### src/rtl/mult_pkg.sv
// mult_pkg: shared FSM state encoding, default operand width and counter width for the sequential multiplier
package mult_pkg;
  typedef enum logic [2:0] {
    S_IDLE = 3'd0,
    S_PREP = 3'd1,
    S_ITER = 3'd2,
    S_FIX  = 3'd3,
    S_DONE = 3'd4
  } state_e;
  localparam int DEF_WIDTH = 32;
  localparam int CNT_W = $clog2(DEF_WIDTH);
endpackage

### src/rtl/mult32_dp.sv
// mult32_dp: operand/M/HI/LO registers, ripple adder, magnitude and 2W-bit negate, shifter; cap/load/iter/fix strobes in, hi/lo out
module mult32_dp
  import mult_pkg::*;
#(
  parameter int WIDTH = DEF_WIDTH
) (
  input  logic             clk,
  input  logic             rst,
  input  logic             cap,
  input  logic             load,
  input  logic             iter,
  input  logic             fix,
  input  logic             op_signed,
  input  logic [WIDTH-1:0] a,
  input  logic [WIDTH-1:0] b,
  output logic [WIDTH-1:0] hi,
  output logic [WIDTH-1:0] lo
);
  logic [WIDTH-1:0] a_q, a_d, b_q, b_d, m_q, m_d, hi_q, hi_d, lo_q, lo_d;
  logic [WIDTH-1:0] addend, a_mag, b_mag;
  logic [WIDTH:0] sum_c;
  logic [2*WIDTH-1:0] neg;
  always_comb begin : ripple
    logic c;
    c = 1'b0;
    sum_c = '0;
    addend = lo_q[0] ? m_q : '0;
    for (int i = 0; i < WIDTH; i++) begin
      sum_c[i] = hi_q[i] ^ addend[i] ^ c;
      c = (hi_q[i] & addend[i]) | (c & (hi_q[i] ^ addend[i]));
    end
    sum_c[WIDTH] = c;
  end
  always_comb begin
    a_mag = (op_signed && a_q[WIDTH-1]) ? -a_q : a_q;
    b_mag = (op_signed && b_q[WIDTH-1]) ? -b_q : b_q;
    neg = -{hi_q, lo_q};
    a_d = cap ? a : a_q;
    b_d = cap ? b : b_q;
    m_d = load ? a_mag : m_q;
    // The carry-out re-enters HI's MSB as the pair shifts right.
    {hi_d, lo_d} = load ? {{WIDTH{1'b0}}, b_mag} :
                   iter ? {sum_c, lo_q[WIDTH-1:1]} :
                   fix  ? neg : {hi_q, lo_q};
  end
  always_ff @(posedge clk) begin
    if (rst) begin
      a_q <= '0;
      b_q <= '0;
      m_q <= '0;
      hi_q <= '0;
      lo_q <= '0;
    end else begin
      a_q <= a_d;
      b_q <= b_d;
      m_q <= m_d;
      hi_q <= hi_d;
      lo_q <= lo_d;
    end
  end
  assign hi = hi_q;
  assign lo = lo_q;
endmodule

### src/rtl/mult32_seq.sv
// mult32_seq: shift-add multiplier FSM; START/OP_SIGNED/A/B in, BUSY/DONE and registered HI/LO product out
module mult32_seq
  import mult_pkg::*;
#(
  parameter int WIDTH = DEF_WIDTH
) (
  input  logic             CLK,
  input  logic             RESET,
  input  logic             START,
  input  logic             OP_SIGNED,
  input  logic [WIDTH-1:0] A,
  input  logic [WIDTH-1:0] B,
  output logic             BUSY,
  output logic             DONE,
  output logic [WIDTH-1:0] HI,
  output logic [WIDTH-1:0] LO
);
  localparam int CW = $clog2(WIDTH);
  state_e state_q, state_d;
  logic [CW-1:0] cnt_q, cnt_d;
  logic op_q, op_d, sign_q, sign_d, busy_q, busy_d, done_q, done_d;
  logic accept, load, iter, fix;
  always_comb begin
    accept = START && (state_q == S_IDLE || state_q == S_DONE);
    load = state_q == S_PREP;
    iter = state_q == S_ITER;
    fix = state_q == S_FIX && sign_q;
    op_d = accept ? OP_SIGNED : op_q;
    sign_d = accept ? OP_SIGNED & (A[WIDTH-1] ^ B[WIDTH-1]) : sign_q;
    cnt_d = load ? '0 : iter ? CW'(cnt_q + 1) : cnt_q;
    state_d = state_q;
    case (state_q)
      S_IDLE, S_DONE: state_d = START ? S_PREP : S_IDLE;
      S_PREP:         state_d = S_ITER;
      S_ITER:         state_d = cnt_q == CW'(WIDTH - 1) ? S_FIX : S_ITER;
      S_FIX:          state_d = S_DONE;
      default:        state_d = S_IDLE;
    endcase
    busy_d = state_d inside {S_PREP, S_ITER, S_FIX};
    done_d = state_d == S_DONE;
  end
  always_ff @(posedge CLK) begin
    if (RESET) begin
      state_q <= S_IDLE;
      cnt_q <= '0;
      op_q <= 1'b0;
      sign_q <= 1'b0;
      busy_q <= 1'b0;
      done_q <= 1'b0;
    end else begin
      state_q <= state_d;
      cnt_q <= cnt_d;
      op_q <= op_d;
      sign_q <= sign_d;
      busy_q <= busy_d;
      done_q <= done_d;
    end
  end
  mult32_dp #(.WIDTH(WIDTH)) u_dp (
    .clk(CLK),
    .rst(RESET),
    .cap(accept),
    .load(load),
    .iter(iter),
    .fix(fix),
    .op_signed(op_q),
    .a(A),
    .b(B),
    .hi(HI),
    .lo(LO)
  );
  assign BUSY = busy_q;
  assign DONE = done_q;
endmodule

### config.mk
export PLATFORM = sky130hd
export DESIGN_NAME = mult32_seq
export DESIGN_NICKNAME = d
export VERILOG_FILES = /design/src/rtl/mult_pkg.sv /design/src/rtl/mult32_dp.sv /design/src/rtl/mult32_seq.sv
export SDC_FILE = /design/constraint.sdc
export NUM_CORES = 1
export LEC_CHECK = 0
export ABC_AREA = 1
export BUFFER_PORTS_ARGS = -buffer_cell sky130_fd_sc_hd__buf_2
export CAP_MARGIN = 5
export CELL_PAD_IN_SITES_DETAIL_PLACEMENT = 1
export CELL_PAD_IN_SITES_GLOBAL_PLACEMENT = 2
export CORE_MARGIN = 5
export CORE_UTILIZATION = 30
export CTS_CLUSTER_SIZE = 8
export DETAILED_ROUTE_END_ITERATION = 12
export PLACE_DENSITY = 0.87
export RECOVER_POWER = 50
export SLEW_MARGIN = 20
export SYNTH_ARGS = -nofsm -noshare
export SYNTH_HDL_FRONTEND = slang
export SYNTH_SLANG_ARGS = --single-unit
### constraint.sdc
create_clock -name CLK -period 16.65 [get_ports CLK]
set_input_delay 3.33 -clock CLK [delete_from_list [all_inputs] [get_ports CLK]]
set_output_delay 3.33 -clock CLK [all_outputs]
set_load 0.05 [all_outputs]
==> summary.md <==
| Metric | Value |
|---|---|
| Status | finished, violations left |
| Violated checks | capacitance limit, slew limit |
| Leakage | 6.29 nW |
| Vias in the first global route | 12,700 |
| Die Area | 0.0424 mm2 |
| Syn nets | 2,019 |
| # nets final | 2,103 |
| Die Ht | 206 um |
| Final worst-path cycle share | 77.6% |
| Utilization after layout | between 30% and 40% |
| Design area | 0.0131 mm2 |
| Ranking of synthesized cells by area | dfxtp_1, nand2_1, nor2_1 |
| Worst-path clk slew | 0.07 ns |
| H-tree lvl count | 4 |
| Vias | ~12,000 |
| Top FF cell, synth | dfxtp_1 |
| Setup crit start kind | flip-flop |
| Clock net sink count | 172 |
| Cts hold-fix bufs | 0 |
| Largest net degree at the start of global routing | 102 |
| Skew final | 0.0158 ns |
| Unrepaired setup endpoints after global routing | no |
| CTS Root Cell | clkbuf_16 |
| Synth Instances | 1,914 |
| Most area-hungry cell type in the Yosys netlist | dfxtp_1 |
| WP data arrival | 13.28 ns |
| Post-Synth Adder-Cell Area | 6.03% |
| Synth Register Bits | 172 |
| Required time worst endpoint | 17.01 ns |
| CTS Buf Count | 17 |
| Initial DRC count | 750 |
| Setup Viol. Count Final | 0 |
| Slowest CP cell | fa_1 |
| Hold Crit Class | reg -> reg |
| YS warnings | 0 |
| Buf/Inv on CP | 5 |
| Post-synthesis simple-gate area fraction | 36.9% |
| Crit path top cell by count | fa_1 |
| Pwr/cell area | 98.5 mW/mm2 |
| Worst Max-Slew Pin Slew | 3.90 ns |
| Clock buffer depth | 2 |
| Starting Density | 30.5% |
| Largest family of logic cells by synthesized area | simple AND/OR/NAND/NOR gates |
| Crit Path Category | reg -> reg |
| DRT antenna net count | 0 |
| Number of diodes | 0 |
| Synth unique cells | 33 |
| Pre-antenna DRT Iters | 5 |
| Endpoint type of the worst setup path | flip-flop |
| Crit path time final | between 10 and 15 ns |
| Clk Latency, worst-skew pair | between 0.4 and 0.5 ns |
| Maximum clock rate | roughly 77 MHz |
| CP max FO | 34 |
| Detail Placement HPWL | approximately 36,000 um |
| Syn Area/Cell | about 6.0 um2 |
| Avg WL per Cell | 18.5 um |
| Post-Synth XOR/XNOR Area | ~1.6% |
| Mux share of post-synthesis cell area | 0% |
| Core area | 0.0378 mm2 |
| Overall Power | roughly 0.0013 W |
| Area Overhead vs Synth | 13.9% |
| Mapped Area | 0.0115 mm2 |
| Total gr overflow | 0 |
| Most frequent cells after synthesis | nand2_1, nor2_1, inv_1 |
| DP Worst Slack | 3.78 ns |
| Synth Area in Compound Gates | 15.4% |
| Total global routing track utilization | 22.0% |
| Vias per cell | 4.95 |
| Cell Area, Placed | 0.0126 mm2 |
| Synth async-reset ratio | 0% |
| Top Ports | 134 |
| Relative slew slack | -160% |
| Die Width | just over 200 um |
| Share of cells above drive strength 1 | 8.80% |
| Peak VDD IR | 0.0000780 V |
| Count leader, synth | nand2_1 |
| Largest delay contributor family on the critical path | adder cells |
| Final hold vios | 0 |
| First-pass GRT wire length | between 70,000 and 80,000 um |
| # Post-CTS Setup Buffers | 0 |
| Rows | 71 |
| Max_cap viols | 3 |
| Slew Limit Fails | 221 |
| Fill count | 5,097 |
| EDFF count, synth | 0 |
| # DRC | 0 |
| Initial antenna violation count | 0 |
| Crit path largest cell delay | 0.46 ns |
| Register area share after synthesis | approximately 30% |
| CTS tree | yes |
| GP Congestion | between 0.9 and 1 |
| Post-route setup TNS | 0 ns |
| Drt total wl | 46,600 um |
| I/O Buffers | about 130 |
| Final WS setup | 3.72 ns |
| Post-cts sizing count | 0 |
| Yosys top cell area share | 29.9% |
[tightest hold or removal path, delay by kind of cell, from the launching register on]
kind	cells	cell delay, ns
and+or+nand+nor	2	0.10
DFF	1	0.31
[power by group]
group | switching [W] | internal [W]
combinational | 0.000304 | 0.000106
sequential | 0.0000386 | 0.000443
clock | 0.000185 | 0.000218
[cell families after synthesis]
kind of cell,after synthesis
AOI/OAI and AO/OA,346
xor gates and xnor gates,21
and+or+nand+nor,1031
adders and majority gates,37
DFF,172
buffers and inverters,307
[per-layer routing]
metal / part of all wire [%] / wire [um] / vias up / track usage [%]
li1: - / - / 6268 / -
met1: 50 / 23300 / 5954 / 31.7
met2: 44 / 20600 / 221 / 34.5
met3: 3.6 / 1670 / 50 / 3.01
met4: 2.4 / 1110 / 0 / 6.32
met5: 0 / 0 / - / 0
[area by class of cell]
class                   instances  area, um2  share of cell area [%]
well taps                     511        639                    4.87
clock inverters                 9       87.6                   0.667
multi-input cells            1435       6920                    52.7
repair buffers                142        704                    5.36
inverters                     230        863                    6.57
flip-flops and latches        172       3440                    26.2
clock buffers                  23        478                    3.64
[layout by cell type, fill, tap and decap left out, drive strengths merged]
master and n:
ha 6, bufinv 1, nand3b 4, a22o 1, or2 1, nor3 17, nand2 486, clkinvlp 4
o21ai 176, xnor2 2, o31ai 1, a31oi 2, clkinv 4, clkbuf 40, buf 125, inv 230
nand3 204, nor2 306, nand4 11, xor2 19, o21bai 5, dfxtp 172, a32o 2, a21oi 156
nor4 2, o211ai 3, fa 31
[state kept, by name, summed over array words and instances (netlist names)]
| register | count |
|---|---|
| BUSY | 1 |
| DONE | 1 |
| cnt_q | 5 |
| op_q | 1 |
| sign_q | 1 |
| state_q | 3 |
| u_dp.a_q | 32 |
| u_dp.b_q | 32 |
| u_dp.hi | 32 |
| u_dp.lo | 32 |
| u_dp.m_q | 32 |
[per-stage QoR]
step | instances | hold slack (ns)
2_1_floorplan | 1914 | 0.426
3_3_place_gp | 2490 | 0.439
3_5_place_dp | 2490 | 0.444
4_1_cts | 2522 | 0.458
5_1_grt | 2522 | 0.475
6_report | 2522 | 0.458
[worst paths after layout]
path / depth (start not counted) / slack, ns / end / startpoint
max: 40 / 3.72 / u_dp.hi[30] / u_dp.lo[0]
min: 2 / 0.46 / u_dp.m_q[22] / u_dp.m_q[22]
max reg2reg: 40 / 3.72 / u_dp.hi[30] / u_dp.lo[0]
min reg2reg: 2 / 0.46 / u_dp.m_q[22] / u_dp.m_q[22]
Power figures use the tool's default switching activity.
